==> src/rtl/seg_write_sched.sv <==
// Store-path scheduler for the seven-segment digits and LED word.
// Hex writes land directly; decimal writes run a 32-cycle double-dabble with a one-deep pending slot.
module seg_write_sched (
  input  logic        clk,
  input  logic        rst,
  input  logic        wr_en,
  input  logic [31:0] address,
  input  logic [31:0] writeData,
  output logic [4:0]  s1,
  output logic [4:0]  s2,
  output logic [4:0]  s3,
  output logic [4:0]  s4,
  output logic [4:0]  s5,
  output logic [4:0]  s6,
  output logic [4:0]  s7,
  output logic [4:0]  s8,
  output logic [15:0] dataOut,
  output logic        busy,
  output logic        done,
  output logic        overrun
);
  localparam logic [31:0] ADDR_HEX    = 32'hFFFF_FFF0;
  localparam logic [31:0] ADDR_LED    = 32'hFFFF_FFC2;
  localparam logic [31:0] ADDR_DEC    = 32'hFFFF_FFC4;
  localparam logic [31:0] ADDR_DECNEG = 32'hFFFF_FFC6;

  localparam logic [0:0] S_IDLE = 1'b0;
  localparam logic [0:0] S_CONV = 1'b1;

  localparam logic [1:0] C_HEX = 2'd0;
  localparam logic [1:0] C_DEC = 2'd1;
  localparam logic [1:0] C_NEG = 2'd2;

  logic [0:0]       state_q, state_d;
  logic [4:0]       cnt_q, cnt_d;
  logic [31:0]      bin_q, bin_d;
  logic [39:0]      bcd_q, bcd_d;
  logic             neg_q, neg_d;
  logic             pend_vld_q, pend_vld_d;
  logic [1:0]       pend_cls_q, pend_cls_d;
  logic [31:0]      pend_data_q, pend_data_d;
  logic [7:0][4:0]  dig_q, dig_d;
  logic [15:0]      led_q, led_d;
  logic             done_q, done_d;
  logic             ovr_q, ovr_d;

  logic        is_disp, is_led, job_go;
  logic [1:0]  wr_cls, job_cls;
  logic [31:0] job_data;
  logic [39:0] bcd_adj, bcd_sh;
  logic [31:0] bin_sh;

  always_comb begin
    is_disp = 1'b0;
    wr_cls  = C_HEX;
    if (wr_en) begin
      case (address)
        ADDR_HEX:    begin is_disp = 1'b1; wr_cls = C_HEX; end
        ADDR_DEC:    begin is_disp = 1'b1; wr_cls = C_DEC; end
        ADDR_DECNEG: begin is_disp = 1'b1; wr_cls = C_NEG; end
        default:     ;
      endcase
    end
  end

  assign is_led = wr_en && (address == ADDR_LED);

  // One double-dabble step: add-3 on every nibble >= 5, then shift {bcd, bin} left.
  always_comb begin
    bcd_adj = bcd_q;
    for (int i = 0; i < 10; i++)
      if (bcd_q[i*4 +: 4] >= 4'd5) bcd_adj[i*4 +: 4] = bcd_q[i*4 +: 4] + 4'd3;
  end

  assign bcd_sh = {bcd_adj[38:0], bin_q[31]};
  assign bin_sh = {bin_q[30:0], 1'b0};

  always_comb begin
    state_d     = state_q;
    cnt_d       = cnt_q;
    bin_d       = bin_q;
    bcd_d       = bcd_q;
    neg_d       = neg_q;
    pend_vld_d  = pend_vld_q;
    pend_cls_d  = pend_cls_q;
    pend_data_d = pend_data_q;
    dig_d       = dig_q;
    led_d       = led_q;
    done_d      = 1'b0;
    ovr_d       = ovr_q;
    job_go      = 1'b0;
    job_cls     = wr_cls;
    job_data    = writeData;

    if (is_led) led_d = writeData[15:0];

    if (state_q == S_IDLE) begin
      if (pend_vld_q) begin
        // Drain pending; a same-cycle display write refills the slot without overrun.
        job_go      = 1'b1;
        job_cls     = pend_cls_q;
        job_data    = pend_data_q;
        pend_vld_d  = is_disp;
        pend_cls_d  = wr_cls;
        pend_data_d = writeData;
      end else if (is_disp) begin
        job_go = 1'b1;
      end
    end else begin
      bcd_d = bcd_sh;
      bin_d = bin_sh;
      cnt_d = cnt_q + 5'd1;
      if (cnt_q == 5'd31) begin
        state_d = S_IDLE;
        done_d  = 1'b1;
        for (int k = 0; k < 8; k++) dig_d[k] = {1'b0, bcd_sh[(7-k)*4 +: 4]};
        if (neg_q) dig_d[0] = 5'h10;
      end
      if (is_disp) begin
        pend_vld_d  = 1'b1;
        pend_cls_d  = wr_cls;
        pend_data_d = writeData;
        if (pend_vld_q) ovr_d = 1'b1;
      end
    end

    if (job_go) begin
      if (job_cls == C_HEX) begin
        for (int k = 0; k < 8; k++) dig_d[k] = {1'b0, job_data[(7-k)*4 +: 4]};
        done_d = 1'b1;
      end else begin
        state_d = S_CONV;
        bin_d   = job_data;
        bcd_d   = 40'd0;
        cnt_d   = 5'd0;
        neg_d   = (job_cls == C_NEG);
      end
    end
  end

  always_ff @(posedge clk or posedge rst) begin
    if (rst) begin
      state_q     <= S_IDLE;
      cnt_q       <= 5'd0;
      bin_q       <= 32'd0;
      bcd_q       <= 40'd0;
      neg_q       <= 1'b0;
      pend_vld_q  <= 1'b0;
      pend_cls_q  <= C_HEX;
      pend_data_q <= 32'd0;
      dig_q       <= '0;
      led_q       <= 16'd0;
      done_q      <= 1'b0;
      ovr_q       <= 1'b0;
    end else begin
      state_q     <= state_d;
      cnt_q       <= cnt_d;
      bin_q       <= bin_d;
      bcd_q       <= bcd_d;
      neg_q       <= neg_d;
      pend_vld_q  <= pend_vld_d;
      pend_cls_q  <= pend_cls_d;
      pend_data_q <= pend_data_d;
      dig_q       <= dig_d;
      led_q       <= led_d;
      done_q      <= done_d;
      ovr_q       <= ovr_d;
    end
  end

  assign {s1, s2, s3, s4} = {dig_q[0], dig_q[1], dig_q[2], dig_q[3]};
  assign {s5, s6, s7, s8} = {dig_q[4], dig_q[5], dig_q[6], dig_q[7]};
  assign dataOut = led_q;
  assign busy    = (state_q == S_CONV);
  assign done    = done_q;
  assign overrun = ovr_q;
endmodule

==> config.mk <==
export PLATFORM = sky130hd
export DESIGN_NAME = seg_write_sched
export DESIGN_NICKNAME = d
export VERILOG_FILES = /design/src/rtl/seg_write_sched.sv
export SDC_FILE = /design/constraint.sdc
export NUM_CORES = 1
export LEC_CHECK = 0
export CAP_MARGIN = 15
export CORE_MARGIN = 2
export CORE_UTILIZATION = 30
export DETAILED_ROUTE_END_ITERATION = 10
export PLACE_DENSITY = 0.6
export SLEW_MARGIN = 0
export SYNTH_ARGS = -nofsm -noshare
export SYNTH_HDL_FRONTEND = slang
export SYNTH_SLANG_ARGS = --single-unit
export TNS_END_PERCENT = 1
==> constraint.sdc <==
create_clock -name clk -period 5.5 [get_ports clk]
set_clock_uncertainty 0.1 [all_clocks]
set_input_delay 0.55 -clock clk [delete_from_list [all_inputs] [get_ports clk]]
set_output_delay 0.55 -clock clk [all_outputs]
set_load 0.01 [all_outputs]
# Word level (Yosys, flattened, before mapping)
# Cells that the tools add are included.
[totals] reg_bits=172 in_bits=67 out_inout_bits=59 elab_cells=107
[classes] addsub=11 magnitude_cmp=10 n_eq_ne=7 n_mux=52 n_bitwise=1 reduce_logical=7
[op_table] op="40-bit two-way mux" count=7
[op_table] op="32-bit two-way mux" count=8
[op_table] op="32-bit equality test, second input constant" count=4
[op_table] op="4-bit by 3-bit greater-or-equal comparator with 1-bit output, second input constant" count=10
[op_table] op="4-bit by 2-bit adder with 4-bit output, second input constant" count=9
[op_table] op="4-bit two-way mux" count=9
[op_table] op="5-bit two-way mux" count=4
[op_table] op="1-bit two-way mux" count=16
[op_table] op="2-bit two-way mux" count=6
[op_table] op="5-bit by 1-bit adder with 5-bit output, second input constant" count=1
[op_table] op="5-bit equality test, second input constant" count=1
[op_table] op="2-bit one-hot mux with 2 select lines" count=1
[op_table] op="2-bit AND reduction" count=2
[op_table] op="3-bit by 2-bit adder with 3-bit output, second input constant" count=1
[op_table] op="3-bit two-way mux" count=1
[op_table] op="3-bit AND reduction" count=1
[op_table] op="3-bit OR reduction" count=1
[op_table] op="2-bit equality test, second input constant" count=1
[op_table] op="2-bit logical NOT" count=1
[op_table] op="2-bit by 1-bit inequality test with 1-bit output, second input constant" count=1
[op_table] op="2-bit nonzero test" count=1
[op_table] op="1-bit logical AND" count=1
[op_table] op="1-bit NOT" count=1

# Depth between registers and ports, before layout
# Gate-level depths: netlist of run 1.
[depth] ltp_word=8 depth_mapped=9 depth_no_buf=7

# Least setup slack after synthesis of run 1
# No wires, ideal clock.
[synth_timing] path_type="input port to flip-flop" start="in address[0]" end="reg bin_q[21]" setup_ns=0.111 t_arrival_ns=2.038 required_time_ns=5.289 setup_slack_ns=3.250 stages=8 n_path_buf=3 cell_sequence="nand4bb_1 -> nor4_4 -> a41oi_1 -> and2_1 -> buf_2 -> buf_6 -> buf_4 -> a222oi_1"
[synth_between] elab_chain_len=8 word_cells_on_any_way=16 cone_classes="eq/ne (3); mux (11); reduce/logical (2)"
[synth_rtl] element="from (decl)" line="7" text="input logic [31:0] address,"
[synth_rtl] element="32-bit equality test" line="57" text="case (address)"
[synth_rtl] element="2-bit one-hot mux with 2 select lines / 3-bit OR reduction (equally long branches)"
[synth_rtl] element="2-bit two-way mux / 1-bit two-way mux (equally long branches)" line="56, 57"
[synth_rtl] element="2-bit two-way mux / 1-bit two-way mux (equally long branches)" line="98, 56"
[synth_rtl] element="2-bit two-way mux / 1-bit two-way mux (equally long branches)" line="97, 106"
[synth_rtl] element="2-bit logical NOT / 1-bit two-way mux (equally long branches)" line="128, 98"
[synth_rtl] element="32-bit two-way mux / 1-bit two-way mux (equally long branches)" line="128, 97"
[synth_rtl] element="32-bit two-way mux (*)" line="127" text="if (job_go) begin"
[synth_rtl] element="named net bin_d[21]" line="36" text="logic [31:0] bin_q, bin_d;"
[synth_rtl] element="to (signal assigned)" line="158" text="bin_q <= bin_d;"
[synth_rtl] element="to (decl)" line="36"
# The timed path passes the listed nets; every way through them passes the cells marked *.
# A chain may end at the register's enable or synchronous reset.

# Worst setup path after layout of run 1
[layout_timing] start="in address[0]" end="reg bin_q[1]"
# The elaborated chain is that of the path after synthesis.

==> results.txt, run 1 <==
After layout, the design draws a total of 2.554 mW. For this run, design rule violations remaining after detail routing come to 0. For the tightest slew margin relative to the limit, the log shows 26.78%. The power per unit of standard cell area is 254.4 nW/um2. Clock-pin slew was measured on the worst setup and hold paths at 0.07 ns. Measured along the y axis, the die boundary spans 165.3 um. The worst path needs 3.025 ns of the cycle, external delays included. The synthesized netlist occupies a cell area of 7801 um2. After floorplanning, the core was divided into 59 placement rows. The via count of the first global-routing pass is 5546.

The tools report the arrival time reported for the critical path endpoint as 3.16 ns. The routed via count divided by cell count was 4.954; the number of enable flip-flop cells after synthesis was 0. Sort of element at the start of the critical path: an input pin.

A synthesized cell averages 11.86 um2. The synthesis-to-finish area growth works out to 28.68%. The cell type of the slowest stage on the worst timing path is sky130_fd_sc_hd__nor2_4. The run finished with clean final reports. The number of filler instances in the final layout was 2490; the overall die area was 27310 um2. In this run the most used layer during global routing was met2. Endpoint type of the worst setup path: a flip-flop. In this run the clock root is driven by a sky130_fd_sc_hd__clkbuf_16. Hold repair after CTS inserted 0 buffers. The HPWL after detailed placement is 11.45 mm. Setup repair after global routing left no endpoint under its margin. The routability congestion estimate came out at 0.7103. Ranked by instance count, the synthesized netlist is headed by sky130_fd_sc_hd__dfrtp_1 (164), sky130_fd_sc_hd__mux2i_1 (93), sky130_fd_sc_hd__inv_1 (51). The final setup violation count was 0; the initial core utilization was 30.28%.

The first global-routing pass estimated 29.10 mm of wire. TritonCTS created 17 clock buffers. The most frequent cell after synthesis was sky130_fd_sc_hd__dfrtp_1. Global-route met2 utilization: 22.46%.

In the synthesized netlist the dominant register cell turns out to be sky130_fd_sc_hd__dfrtp_1. In this run the static leakage power is 4.834 nW. The horizontal die dimension is 165.3 um, and the total number of vias is 5534. The count of H-tree levels built during CTS is 4.

For this run, asynchronously set or reset flops after synthesis account for 100.0%. For the pin with the worst max-slew slack, the measured transition is 1.098 ns. The post-synthesis net count was 743; the max-slew violation count was 0.

Of the cells placed in the final design, the portion with a size suffix greater than 1 is 12.53%. For the overflow left after global routing, the log shows 0. The first detailed-routing pass ran for 8 iterations. Max-cap violations in this run came to 0.

The path type of the worst min-delay path is reg2reg. For this run, the top clock speed supported by timing is 330.6 MHz. Global routing used 3.197% of the available met3 tracks.

The tools report the clock insertion delay at the later pin of the skew report as 0.43 ns. The setup fix buffers added after clock tree synthesis was 0; the net count of the finished layout was 854. In this run the worst path has a maximum fanout of 42. Largest net degree at the start of global routing: 87.

Share of the clock period used by the worst path after layout: 55.00%. Clock tree synthesis found a total of 164 sinks. The run gives 0 as the number of failing hold endpoints at the final stage.

Yosys mapped the design onto 43 distinct sky130hd cell types. After detailed routing, the average wire length per cell comes to 15.79 um. The number of gates resized after CTS was 0.

Of the synthesized area, sequential elements account for 52.61%. The logs give 17.63 mm for the wire length reported by the detailed router and 0 for the count of synthesis-stage warnings from yosys. Counting along the longest clock path gives a buffer depth of 2.

Global routing used 13.63% of the available tracks. The largest single stage delay on the critical path is 0.86 ns. TritonCTS built the clock tree.

The area share of the leading cell type in the synthesized netlist is 52.61%. The post-synthesis sequential element count is 164, and the worst endpoint required time is 5.63 ns. The first routing iteration left 402 violations. For the sum of negative setup slack, the log shows 0 ns.

The run gives 0 as the antenna cell count. For met1 alone, demand over resource in global routing was 17.91%. The detail route stage leaves a number of antenna-violating nets equal to 0.

The run gives 0 as the number of antenna violations at the first check in global routing. Buffers placed on the I/O ports in this run total 125. The signal on the critical path passes through clkdlybuf4s50_1 > nand4bb_1 > nor4_4 > a41oi_1 > nor2_4 > a222oi_1. Core outline area: 25760 um2. Dominant cell type by area after synthesis: sky130_fd_sc_hd__dfrtp_1. Across the VDD grid, the largest voltage drop is 0.1702 mV. The number of cells produced by synthesis is 658. Sorting the synthesized cells by area gives the leading types as sky130_fd_sc_hd__dfrtp_1 (53%), sky130_fd_sc_hd__mux2i_1 (12%), sky130_fd_sc_hd__mux2_2 (7.1%).

The setup path with the least slack is of type in2reg. The run gives 126 as the boundary pin count.
## stage by stage
stage | util [%] | std cells | worst slack [ns] | hold WS [ns] | area, um2
floorplan | - | 658 | 0.4167 | 0.3697 | 7801
global route | 38.96 | 1117 | 2.232 | 0.4025 | 10040
finish | 38.96 | 1117 | 2.475 | 0.3830 | 10040
CTS | 38.86 | 1116 | 2.469 | 0.3879 | 10010
global placement | 36.46 | 1084 | 2.036 | 0.3738 | 9393
detailed placement | 36.46 | 1084 | 2.015 | 0.3730 | 9393
## placed cells by master, fill, tap and decap left out, types with 2 or more instances in the layout
master and count:
sky130_fd_sc_hd__dfrtp_1 163, sky130_fd_sc_hd__clkdlybuf4s50_1 125, sky130_fd_sc_hd__mux2i_1 93, sky130_fd_sc_hd__inv_1 50, sky130_fd_sc_hd__mux2_2 49, sky130_fd_sc_hd__a21oi_1 32
sky130_fd_sc_hd__a222oi_1 31, sky130_fd_sc_hd__nand2_1 30, sky130_fd_sc_hd__a22o_1 26, sky130_fd_sc_hd__o21ai_0 26, sky130_fd_sc_hd__ha_1 18, sky130_fd_sc_hd__clkbuf_16 17
sky130_fd_sc_hd__nand2b_1 15, sky130_fd_sc_hd__nor2_1 14, sky130_fd_sc_hd__nand3_1 11, sky130_fd_sc_hd__and3_1 9, sky130_fd_sc_hd__xnor2_1 8, sky130_fd_sc_hd__nand4_1 6
sky130_fd_sc_hd__buf_4 5, sky130_fd_sc_hd__inv_6 4, sky130_fd_sc_hd__a22oi_1 3, sky130_fd_sc_hd__clkinv_2 3, sky130_fd_sc_hd__bufinv_16 3, sky130_fd_sc_hd__clkbuf_8 3
sky130_fd_sc_hd__nor3b_1 2, sky130_fd_sc_hd__a41oi_1 2, sky130_fd_sc_hd__xor2_1 2, sky130_fd_sc_hd__a32o_1 2, sky130_fd_sc_hd__nor3_1 2, sky130_fd_sc_hd__a21o_1 2
sky130_fd_sc_hd__o31ai_1 2, sky130_fd_sc_hd__nor4_4 2
## state kept, by name (all words and copies together), names as in the netlist
name / flops
bcd_q: 32
bin_q: 32
pend_data_q: 32
dataOut: 16
cnt_q: 5
s1: 5
s2: 5
s3: 5
s4: 5
s5: 5
s6: 5
s7: 5
s8: 5
pend_cls_q: 2
busy: 1
done: 1
neg_q: 1
overrun: 1
pend_vld_q: 1
## critical path: cells and delay by family
kind,cells,cell delay (ns)
AOI/OAI and AO/OA,2,0.49
buffers and inverters,1,0.38
and+or+nand+nor,3,1.67
## per-layer routing
layer  wire length [um]  vias up
met5                  0        -
met4                213        0
li1                   -     2625
met1               7937     2753
met2               8546      142
met3                937       14
## power breakdown
part	leakage, nW	internal, mW	switching (mW)
sequential	2.09	1.21	0.0000000728
clock	0.304	0.754	0.499
combinational	2.44	0.0492	0.0458
## logic make-up (layout without fill, tap and decap cells)
kind of cell             count (synthesis)  in the layout  synth area share [%]
buffers and inverters                   91            215                 4.908
AND/OR/NAND/NOR                         99             99                 6.864
AO/OA/AOI/OAI                          133            133                 12.48
XOR/XNOR                                10             10                 1.123
multiplexers                           142            142                 19.01
adder cells (fa/ha/maj)                 19             19                 3.015
flip-flops                             164            164                 52.61
## worst paths after layout
check,from,to,slack [ns],depth (start not counted)
worst max-delay path,address[0],bin_q[1],2.47,6
worst min-delay path,overrun,overrun,0.38,1
worst max register to register,busy,s3[1],2.85,6
worst min register to register,overrun,overrun,0.38,1
max in group asynchronous,rst,bin_q[19],3.83,3
min in group asynchronous,rst,dataOut[2],0.51,2
## area by class of cell
cell class              instances  area [um2]  share of cell area, %
flip-flops and latches        164        4105                  40.89
multi-input cells             403        3363                  33.50
repair buffers                132        1336                  13.31
clock buffers                  21       470.5                  4.687
well taps                     335       419.2                  4.175
inverters                      51       196.4                  1.957
clock inverters                11       147.6                  1.471
Note: power is estimated with default switching activity, not from simulation.
==> run 2: changes to the inputs <==
==> constraint.sdc (replaced) <==
create_clock -name clk -period 2.8 [get_ports clk]
set_clock_uncertainty 0.1 [all_clocks]
set_input_delay 0.28 -clock clk [delete_from_list [all_inputs] [get_ports clk]]
set_output_delay 0.28 -clock clk [all_outputs]
set_load 0.01 [all_outputs]
==> run 2 against run 1 <==
Effect of this change:
- utilization up 0.56 points
- combinational power is 110% higher
- global-route usage shrank 0.20 points
- total power rose by 93%
- sequential power up 96%
- routed wire length shrank 1.3%
- sequential share of layout area shrank 0.58 points
- worst setup slack got worse by 1.8 ns
- via count down 0.29%
- clock power increased by 90%
- first-iteration DRC count is 8.5% lower
- cell count up 1.3%
- critical endpoint is now s3[1]
- highest routed layer unchanged
==> results.txt, run 2 (same netlist as run 1, synthesis figures left out) <==
The horizontal die dimension was 165.3 um. The power per unit of standard cell area works out to 484.8 nW/um2. Among all stages on the critical path, the largest delay is contributed by sky130_fd_sc_hd__clkdlybuf4s50_1.

Setup repair after global routing left no endpoint under its margin. For the max-slew violation count, the log shows 0. The cell sitting at the root of the clock tree is a sky130_fd_sc_hd__clkbuf_16. The worst hold path belongs to the class in2async. Once layout is complete, the utilization of the core stands at 39.52%. Based on the critical path, the design can be clocked at up to 463.1 MHz. For this run, the post-layout net count is 869. Counting every sink on the clock net gives 164.

The critical path goes through clkdlybuf4s50_1 > or3b_1 > o32ai_1 > nor2_1 > o21ai_4 > buf_12 > mux2i_1. Global routing consumed, over all layers together, 13.43% of the routing resources. Entering global routing, the biggest net connects 59 pins.

After global routing the overflow that remains totals 0. Summed over all cells, the static leakage comes to 4.912 nW. TritonCTS built the clock tree. STA puts the critical path data required time at 3.05 ns. The actual transition at the worst max-transition pin came out at 0.6074 ns. The floorplan has 59 rows. The total number of vias is 5518, and the hold buffer count at CTS is 0. Clock latency on the worst-skew pair, taken at its later pin, is 0.43 ns. The number of failing hold endpoints at the final stage is 0. During placement, the flow inserted port buffers numbering 125. The logs give 2 for the maximum root-to-sink buffer count and 0 for the setup fix buffers added after clock tree synthesis. The antenna cell count was 0. The synthesis-to-finish area growth was 30.52%; the detail-routed net length per standard cell was 15.38 um. The routability congestion estimate was 0.7569; the clock slew seen by the registers of the worst setup and hold paths was 0.07 ns.

The final setup violation count was 0; the estimated wirelength of the detail-placed design was 12.07 mm. The sort of element at the start of the critical path was an input pin. The routed via count divided by cell count came out at 4.875. The classification of the worst setup path was in2reg. The clock buffer count from CTS came out at 17.

For this run, design rule violations remaining after detail routing come to 0. The number of detailed-routing iterations run before antenna repair was 10; the largest driver fanout on the critical path was 25. The via count of the first global-routing pass is 5569. The post-cts sizing count was 0. In the final layout, the registers with the most flip-flops are bcd_q (32), bin_q (32), pend_data_q (32).

Final hold analysis gives a worst-case slack of 0.1767 ns. Summed over all layers, the routed wires come to 17.41 mm. Clock period minus worst slack: 2.159 ns.

The design draws 4.936 mW. The largest stage delay on the critical path works out to 0.51 ns. The most common library cell in the layout ignoring fill and taps was sky130_fd_sc_hd__dfrtp_1. The H-tree was split into 4 levels.

The initial utilization of the core area, before any placement, comes to 30.28%. Boundary pin count: 126. After routing, the total negative slack on setup checks comes to 0 ns. The share of the clock period used by the worst path after layout works out to 77.11%. Measured along the y axis, the die boundary spans 165.3 um. In the layout the commonest cells are sky130_fd_sc_hd__dfrtp_1 (163), sky130_fd_sc_hd__clkdlybuf4s50_1 (125), sky130_fd_sc_hd__mux2i_1 (93). The tool flagged a number of max-cap violations equal to 0. The share of post-route cells with drive strength above 1 came out at 14.30%.

In this run the tightest slew margin relative to its limit is 59.42%. IR analysis of the VDD net gives a maximum drop of 0.2957 mV. The flow ran to the end, and the final reports show no timing, DRC or antenna violations. The first global-routing pass estimated 28.77 mm of wire. The overall die area was 27310 um2; the number of nets still failing antenna checks after routing was 0. The tools report the arrival time reported for the critical path endpoint as 2.41 ns. The core region is 25760 um2. STA classifies the critical path endpoint as a flip-flop. After the first detailed-routing iteration, the DRC count stood at 368. The tools report the number of antenna violations at the first check in global routing as 0.
## run 2: worst max-delay path: cells and delay by family
| family | cells | cell delay, ns |
|---|---|---|
| mux | 1 | 0.20 |
| compound gates | 2 | 0.60 |
| simple gates | 2 | 0.57 |
| buf+inv | 2 | 0.73 |
## run 2: routing by layer
| layer | track usage, % | wire (um) | vias to the layer above |
|---|---|---|---|
| li1 | - | - | 2652 |
| met1 | 17.62 | 7931 | 2742 |
| met2 | 21.82 | 8350 | 106 |
| met3 | 3.771 | 935 | 18 |
| met4 | 3.557 | 189 | 0 |
| met5 | 0 | 0 | - |
## run 2: through the flow
step	instance area, um2	setup slack, ns	instances
final	10180	0.6408	1132
after global routing	10180	0.4869	1132
after CTS	10180	0.6460	1132
after detailed placement	9587	0.1967	1100
after global placement	9587	0.2334	1100
after floorplan	7805	0.3352	658
## run 2: power breakdown
group	leakage [nW]	internal (mW)	switching [mW]	total, mW
clock network	0.293	1.34	1.03	2.37
logic	2.53	0.104	0.0920	0.196
registers	2.09	2.37	0.000000138	2.37
total	4.91	3.81	1.12	4.94
## run 2: cell type report
cell class	instances	area [um2]
Fill cell	2470	15580
Sequential cell	164	4105
Multi-Input combinational cell	403	3363
Timing Repair Buffer	147	1504
Clock buffer	17	425.4
Tap cell	335	419.2
Inverter	51	195.2
Clock inverter	15	170.2
## run 2: worst paths after layout
kind	start	slack (ns)	cells after the start	to
worst max-delay path	address[2]	0.64	7	s3[1]
worst min-delay path	rst	0.18	2	pend_cls_q[1]
worst max register to register	pend_vld_q	0.68	4	bin_q[31]
worst min register to register	overrun	0.40	1	overrun
max in group asynchronous	rst	1.75	3	pend_data_q[24]
min in group clk	writeData[19]	0.40	2	pend_data_q[19]
